==> src/rtl/uart_rx_param_if.sv <==
// Receiver-side signal bundle: the serial line in, the received word and its
// status strobes out. DATA_W must match the receiver it is attached to.
interface uart_rx_param_if #(
  parameter int DATA_W = 8
);
  logic              rxd;
  logic [DATA_W-1:0] word;
  logic              word_valid;
  logic              parity_err;
  logic              frame_err;
  logic              busy;

  // The receiver owns the word stream and listens to the line.
  modport master (
    input  rxd,
    output word,
    output word_valid,
    output parity_err,
    output frame_err,
    output busy
  );

  // The line driver / word consumer side.
  modport slave (
    output rxd,
    input  word,
    input  word_valid,
    input  parity_err,
    input  frame_err,
    input  busy
  );
endinterface

==> src/rtl/uart_rx_param.sv <==
// Parametrised UART receiver: two-flop synchroniser, mid-bit sampling with
// CLKS_PER_BIT oversampling, configurable width, bit order, parity and stop
// bits. Each frame ends with a one-cycle word_valid or frame_err strobe.
module uart_rx_param #(
  parameter int DATA_W       = 8,  // 5..9
  parameter int CLKS_PER_BIT = 16, // even, >= 4
  parameter int PARITY       = 0,  // 0 none, 1 even, 2 odd
  parameter bit MSB_FIRST    = 1'b1,
  parameter int STOP_BITS    = 1   // 1 or 2
) (
  input logic clk,
  input logic rst,
  uart_rx_param_if.master bus
);

  localparam int CNT_W = $clog2(CLKS_PER_BIT);
  localparam int IDX_W = $clog2(DATA_W + 1);

  // Counter end values: half a bit to reach the middle of the start bit,
  // then a full bit between successive mid-bit samples.
  localparam logic [CNT_W-1:0] HALF_LAST = CNT_W'(CLKS_PER_BIT / 2 - 1);
  localparam logic [CNT_W-1:0] BIT_LAST  = CNT_W'(CLKS_PER_BIT - 1);
  localparam logic [CNT_W-1:0] CNT_ONE   = CNT_W'(1);
  localparam logic [IDX_W-1:0] DATA_LAST = IDX_W'(DATA_W - 1);
  localparam logic [IDX_W-1:0] STOP_LAST = IDX_W'(STOP_BITS - 1);
  localparam logic [IDX_W-1:0] IDX_ONE   = IDX_W'(1);
  localparam logic             ODD_PAR   = (PARITY == 2);
  localparam int               SYNC_W    = 2;

  typedef enum logic [2:0] {
    WAIT_HIGH,
    IDLE,
    START,
    DATA,
    PARITY_BIT,
    STOP
  } state_t;

  state_t            state_reg;
  logic [SYNC_W-1:0] sync_reg;
  logic              rxd_s;
  logic [CNT_W-1:0]  cnt_reg;
  logic [IDX_W-1:0]  idx_reg;
  logic [DATA_W-1:0] shift_reg;
  logic [DATA_W-1:0] shift_next;
  logic              par_bad_reg;
  logic              stop_bad_reg;
  logic              par_expect;
  logic [DATA_W-1:0] word_reg;
  logic              word_valid_reg;
  logic              parity_err_reg;
  logic              frame_err_reg;
  logic              busy_reg;

  // Two-stage synchroniser on the asynchronous line; resets to 0 so a line
  // that is really high is only trusted once it has propagated through.
  always_ff @(posedge clk) begin
    if (rst) begin
      sync_reg <= '0;
    end else begin
      sync_reg <= {sync_reg[SYNC_W-2:0], bus.rxd};
    end
  end

  assign rxd_s = sync_reg[SYNC_W-1];

  // Next shift-register value for a data sample, placed per bit order.
  always_comb begin
    shift_next = shift_reg;
    if (MSB_FIRST) begin
      shift_next = {shift_reg[DATA_W-2:0], rxd_s};
    end else begin
      shift_next = {rxd_s, shift_reg[DATA_W-1:1]};
    end
  end

  // Value the parity bit should carry for the data now in the shift register.
  assign par_expect = (^shift_reg) ^ ODD_PAR;

  // Frame FSM with all outputs registered; strobes default low every cycle.
  always_ff @(posedge clk) begin
    if (rst) begin
      state_reg      <= WAIT_HIGH;
      cnt_reg        <= '0;
      idx_reg        <= '0;
      shift_reg      <= '0;
      par_bad_reg    <= 1'b0;
      stop_bad_reg   <= 1'b0;
      word_reg       <= '0;
      word_valid_reg <= 1'b0;
      parity_err_reg <= 1'b0;
      frame_err_reg  <= 1'b0;
      busy_reg       <= 1'b0;
    end else begin
      word_valid_reg <= 1'b0;
      parity_err_reg <= 1'b0;
      frame_err_reg  <= 1'b0;
      case (state_reg)
        // A line stuck low (break, unplugged cable) must go high before
        // any falling edge counts as a start bit.
        WAIT_HIGH: begin
          if (rxd_s) begin
            state_reg <= IDLE;
          end
        end
        IDLE: begin
          if (!rxd_s) begin
            state_reg    <= START;
            cnt_reg      <= '0;
            busy_reg     <= 1'b1;
            par_bad_reg  <= 1'b0;
            stop_bad_reg <= 1'b0;
          end
        end
        // Re-check the start bit at its midpoint to reject glitches.
        START: begin
          if (cnt_reg == HALF_LAST) begin
            cnt_reg <= '0;
            if (!rxd_s) begin
              state_reg <= DATA;
              idx_reg   <= '0;
            end else begin
              state_reg <= IDLE;
              busy_reg  <= 1'b0;
            end
          end else begin
            cnt_reg <= cnt_reg + CNT_ONE;
          end
        end
        DATA: begin
          if (cnt_reg == BIT_LAST) begin
            cnt_reg   <= '0;
            shift_reg <= shift_next;
            if (idx_reg == DATA_LAST) begin
              idx_reg   <= '0;
              state_reg <= (PARITY != 0) ? PARITY_BIT : STOP;
            end else begin
              idx_reg <= idx_reg + IDX_ONE;
            end
          end else begin
            cnt_reg <= cnt_reg + CNT_ONE;
          end
        end
        PARITY_BIT: begin
          if (cnt_reg == BIT_LAST) begin
            cnt_reg     <= '0;
            idx_reg     <= '0;
            par_bad_reg <= rxd_s ^ par_expect;
            state_reg   <= STOP;
          end else begin
            cnt_reg <= cnt_reg + CNT_ONE;
          end
        end
        // Every stop sample must be 1; a bad frame leaves word untouched
        // and waits for the line to recover before hunting for a start.
        STOP: begin
          if (cnt_reg == BIT_LAST) begin
            cnt_reg <= '0;
            if (idx_reg == STOP_LAST) begin
              idx_reg      <= '0;
              busy_reg     <= 1'b0;
              stop_bad_reg <= 1'b0;
              if (stop_bad_reg || !rxd_s) begin
                frame_err_reg <= 1'b1;
                state_reg     <= WAIT_HIGH;
              end else begin
                word_reg       <= shift_reg;
                word_valid_reg <= 1'b1;
                parity_err_reg <= par_bad_reg;
                state_reg      <= IDLE;
              end
            end else begin
              idx_reg      <= idx_reg + IDX_ONE;
              stop_bad_reg <= stop_bad_reg | ~rxd_s;
            end
          end else begin
            cnt_reg <= cnt_reg + CNT_ONE;
          end
        end
        default: begin
          state_reg <= WAIT_HIGH;
          busy_reg  <= 1'b0;
        end
      endcase
    end
  end

  assign bus.word       = word_reg;
  assign bus.word_valid = word_valid_reg;
  assign bus.parity_err = parity_err_reg;
  assign bus.frame_err  = frame_err_reg;
  assign bus.busy       = busy_reg;

endmodule

==> src/flat_wrapper.sv <==
// flat-port wrapper written by rule: the top's interface ports become plain ports
module uart_rx_param_flat 
#(
  parameter int DATA_W       = 8,         
  parameter int CLKS_PER_BIT = 16,              
  parameter int PARITY       = 0,                          
  parameter bit MSB_FIRST    = 1'b1,
  parameter int STOP_BITS    = 1            
)
  (clk, rst, bus_rxd, bus_word, bus_word_valid, bus_parity_err, bus_frame_err, bus_busy);
  uart_rx_param_if #(.DATA_W(DATA_W)) bus_i ();
  input logic clk;
  input logic rst;
  input wire logic [$bits(bus_i.rxd)-1:0] bus_rxd;
  output wire logic [$bits(bus_i.word)-1:0] bus_word;
  output wire logic [$bits(bus_i.word_valid)-1:0] bus_word_valid;
  output wire logic [$bits(bus_i.parity_err)-1:0] bus_parity_err;
  output wire logic [$bits(bus_i.frame_err)-1:0] bus_frame_err;
  output wire logic [$bits(bus_i.busy)-1:0] bus_busy;
  assign bus_i.rxd = bus_rxd;
  assign bus_word = bus_i.word;
  assign bus_word_valid = bus_i.word_valid;
  assign bus_parity_err = bus_i.parity_err;
  assign bus_frame_err = bus_i.frame_err;
  assign bus_busy = bus_i.busy;
  uart_rx_param #(.DATA_W(DATA_W), .CLKS_PER_BIT(CLKS_PER_BIT), .PARITY(PARITY), .MSB_FIRST(MSB_FIRST), .STOP_BITS(STOP_BITS)) u_core (.clk(clk), .rst(rst), .bus(bus_i));
endmodule
==> config.mk <==
export PLATFORM = sky130hd
export DESIGN_NAME = uart_rx_param_flat
export DESIGN_NICKNAME = d
export VERILOG_FILES = /design/src/rtl/uart_rx_param_if.sv /design/src/rtl/uart_rx_param.sv /design/src/flat_wrapper.sv
export SDC_FILE = /design/constraint.sdc
export NUM_CORES = 1
export LEC_CHECK = 0
export CORE_MARGIN = 4
export CORE_UTILIZATION = 45
export DETAILED_ROUTE_END_ITERATION = 10
export MAX_ROUTING_LAYER = met4
export PLACE_DENSITY = 0.67
export SLEW_MARGIN = 20
export SYNTH_ARGS = -nofsm -noshare
export SYNTH_HDL_FRONTEND = slang
export SYNTH_SLANG_ARGS = --single-unit
==> constraint.sdc <==
create_clock -name clk -period 1.5 [get_ports clk]
set_input_delay 0.15 -clock clk [delete_from_list [all_inputs] [get_ports clk]]
set_output_delay 0.15 -clock clk [all_outputs]
set_load 0.01 [all_outputs]
==> impl_metrics.py <==
metrics = {
    "synth": {
        "yosys_register_bits": 35,
        "syn_area_per_cell_sq_um": 8.85,
        "synth_largest_area_cell": "sky130_fd_sc_hd__dfxtp_1",
        "netlist_instances": 201,
        "synth_area_sq_um": 1780,
        "post_synth_main_area_contributors": "sky130_fd_sc_hd__dfxtp_1, sky130_fd_sc_hd__mux2i_1, sky130_fd_sc_hd__nor2_1, sky130_fd_sc_hd__xnor2_1, sky130_fd_sc_hd__a21oi_1",
        "synth_edf_count": 0,
        "dominantRegCellSynth": "sky130_fd_sc_hd__dfxtp_1",
        "yosys.area.top_type_share_pct": 39.4,
        "synth.yosys.seq_area_share_pct": 39.4,
        "yosys.cell_types.count": 44,
        "asyncSetResetFlopFracSynth_pct": 0,
        "yosys_warnings": 0,
        "mappedNetlistNets": 207,
    },
    "clock_tree": {
        "tritoncts_clock_tree": "yes",
        "clock_insertion_delay_at_the_later_pin_of_the_skew_report_ps": 290,
        "cts_buffer_depth": 2,
        "clkSlewWorstSetupHoldPaths_ps": 70,
        "clock_sink_count": 35,
        "number_of_buffers_inserted_during_clock_tree_synthesis": 5,
        "cts.root.buffer_cell": "sky130_fd_sc_hd__clkbuf_8",
        "cts_h_tree_depth": 2,
    },
    "worst_setup_path": {
        "critical_path.top_delay_family": "simple AND/OR/NAND/NOR gates",
        "rr_worst_depth": 7,
        "cp.required_ps": 1720,
        "timing_worst_setup_path_type": "register to register",
        "critical_path_peak_fanout": 3,
        "critical_path.startpoint_type": "register",
        "critical_path.slowest_cell": "sky130_fd_sc_hd__or4b_1",
        "worst_r2r_startpoint": "u_core.idx_reg[1]",
        "reg2reg_slack_ps": -130,
        "worstPathBufferInverterCount": 2,
        "path_cells": "inv_2, ha_4, nor3b_4, buf_4, a2bb2oi_2, or4b_1, a21oi_1",
        "critical_path_at_ps": 1850,
        "type_of_element_capturing_the_critical_path": "register",
        "worstReg2RegEnd": "u_core.idx_reg[3]",
        "critPathLaunch": "u_core.idx_reg[1]",
        "worst_path_largest_cell_delay_ps": 470,
    },
    "run_status": {
        "violated_checks": "negative setup slack",
        "outcome": "finished, violations left",
    },
    "routing": {
        "routed_wirelength_um": 4300,
        "via_count": 1639,
        "detail_route.vias_per_cell": 5.39,
        "detail-route-antenna-nets": 0,
        "post-route-drc-count": 0,
        "dr.pass1.iters": 4,
        "wl_per_cell_um": 14.2,
        "first_iter_violations": 76,
    },
    "die": {
        "die-width_um": 70.9,
        "chipHeight_um": 70.9,
        "io_pins": 15,
        "floorplan.initialDensity_pct": 47.5,
        "fp.coreArea_sq_um": 3740,
        "die-area_sq_um": 5020,
        "num_rows": 22,
    },
    "power_and_ir_drop": {
        "static-leakage-power_nw": 0.947,
        "ir_worst_vdd_mv": 0.567,
        "power_density_nw_per_um2": 1060,
    },
    "global_route": {
        "grt_use_total_pct": 18.1,
        "grt_start_max_net_pins": 25,
        "grt_antenna_before_repair": 0,
        "grt_overflow": 0,
        "grt_pass1_vias": 1648,
        "first_pass_grt_wire_length_um": 7230,
    },
    "sta": {
        "skew_ps": 3.87,
        "setup_tns_ps": -1030,
        "worst-slew-pin-transition_ps": 250,
        "min_period_ps": 1630,
        "final.setup.worst_slack_ps": -131,
        "grt_setup_unrepaired": "yes",
        "final-setup-viol-count": 12,
        "maxSlewViolCount": 0,
        "fmax_mhz": 613,
        "max_slew_margin_pct": 83.2,
        "report.final.hold_viol_count": 0,
        "period_share_pct": 109,
    },
    "cells_and_area": {
        "antennaDiodeCount": 0,
        "postLayoutCellArea_sq_um": 2580,
        "final_util_pct": 68.9,
        "layout_commonest_cell": "sky130_fd_sc_hd__buf_4",
        "final_cell_mix": "sky130_fd_sc_hd__buf_4, sky130_fd_sc_hd__nor2_1, sky130_fd_sc_hd__dfxtp_1",
        "fin_cells": 304,
        "number_of_nets_in_the_layout": 261,
        "drive_gt1_share_pct": 35.5,
        "layout-area-overhead-vs-synth_pct": 44.9,
    },
    "placement": {
        "finalWeightedCongestion": 0.943,
        "dp_cells": 289,
        "dp.final_hpwl_um": 3010,
        "place.port_buffers": 14,
        "post-place-ws_ps": -170,
        "detailed_place.area_sq_um": 2240,
    },
    "min_path": {
        "worst_hold_path_type": "primary input to register",
        "hold_path_depth": 2,
        "worst_hold_path.endpoint": "u_core.sync_reg[0]",
        "timing.hold.worst.start": "bus_rxd",
    },
    "run": {
        "max_cap_violations": 0,
    },
}
[cell type report]
type / count / area, sq um
Fill cell: 276 / 1170
Timing Repair Buffer: 58 / 508
Multi-Input combinational cell: 152 / 1160
Inverter: 3 / 11.3
Clock inverter: 2 / 35.0
Sequential cell: 35 / 719
Clock buffer: 6 / 82.6
Tap cell: 48 / 60.1
[cells by family (layout without fill, tap and decap cells)]
family / count (synthesis) / count (layout) / share of synthesized area, %
muxes: 19 / 19 / 10.7
AOI/OAI and AO/OA: 40 / 40 / 14.6
xor gates and xnor gates: 9 / 9 / 4.43
buffers and inverters: 14 / 69 / 3.59
and+or+nand+nor: 81 / 81 / 25.2
DFF: 35 / 35 / 39.4
adders and majority gates: 3 / 3 / 2.11
[metal layers]
layer  share of wire (%)  global-route usage, %
met5                   0                      -
met4                 1.1                   4.18
met2                  49                   29.1
met3                 3.8                   5.11
met1                  46                   22.7
[how the worst max path moves through the flow]
stage / slack (ps) / depth (start not counted) / endpoint
final: -130 / 7 / u_core.idx_reg[3]
after global routing: -200 / 9 / u_core.bus.word[3]
after CTS: -160 / 7 / u_core.state_reg[0]
after detailed placement: -170 / 6 / u_core.state_reg[0]
after global placement: -120 / 5 / u_core.idx_reg[3]
after floorplan: -140 / 7 / u_core.bus.word[0]
[per-stage QoR]
step	power [W]	hold slack [ps]
2_1_floorplan	0.00142	278
6_report	0.00273	414
5_1_grt	0.00287	424
4_1_cts	0.00261	414
3_5_place_dp	0.00167	424
3_3_place_gp	0.00164	420
[cell usage after synthesis, types with 2 or more instances]
library cell / number
sky130_fd_sc_hd__a211oi_1: 2
sky130_fd_sc_hd__a21o_1: 3
sky130_fd_sc_hd__a21oi_1: 11
sky130_fd_sc_hd__a2bb2oi_1: 2
sky130_fd_sc_hd__a31oi_1: 3
sky130_fd_sc_hd__and2_1: 4
sky130_fd_sc_hd__buf_2: 3
sky130_fd_sc_hd__buf_4: 2
sky130_fd_sc_hd__clkbuf_1: 6
sky130_fd_sc_hd__dfxtp_1: 35
sky130_fd_sc_hd__ha_1: 3
sky130_fd_sc_hd__inv_1: 3
sky130_fd_sc_hd__mux2i_1: 19
sky130_fd_sc_hd__nand2_1: 9
sky130_fd_sc_hd__nand2b_1: 8
sky130_fd_sc_hd__nand3_1: 4
sky130_fd_sc_hd__nand3b_1: 5
sky130_fd_sc_hd__nor2_1: 28
sky130_fd_sc_hd__nor2b_1: 7
sky130_fd_sc_hd__nor3_1: 4
sky130_fd_sc_hd__o21ai_0: 10
sky130_fd_sc_hd__xnor2_1: 7
sky130_fd_sc_hd__xor2_1: 2
[power breakdown]
part | switching (W) | internal [W] | leakage [nW]
sequential | 0.0000781 | 0.000982 | 0.288
combinational | 0.000375 | 0.000427 | 0.598
clock | 0.000335 | 0.000537 | 0.0612
total | 0.000788 | 0.00195 | 0.947
[timing repair]
action                                 in CTS  in global routing
setup endpoints to repair                  28                 23
buffers inserted                            4                  3
gates resized for setup                    21                 23
pin swaps                                  12                  8
hold buffers                                0                  0
endpoints found under the hold margin       0                  0
No activity file was read; power rests on OpenSTA's default activity.
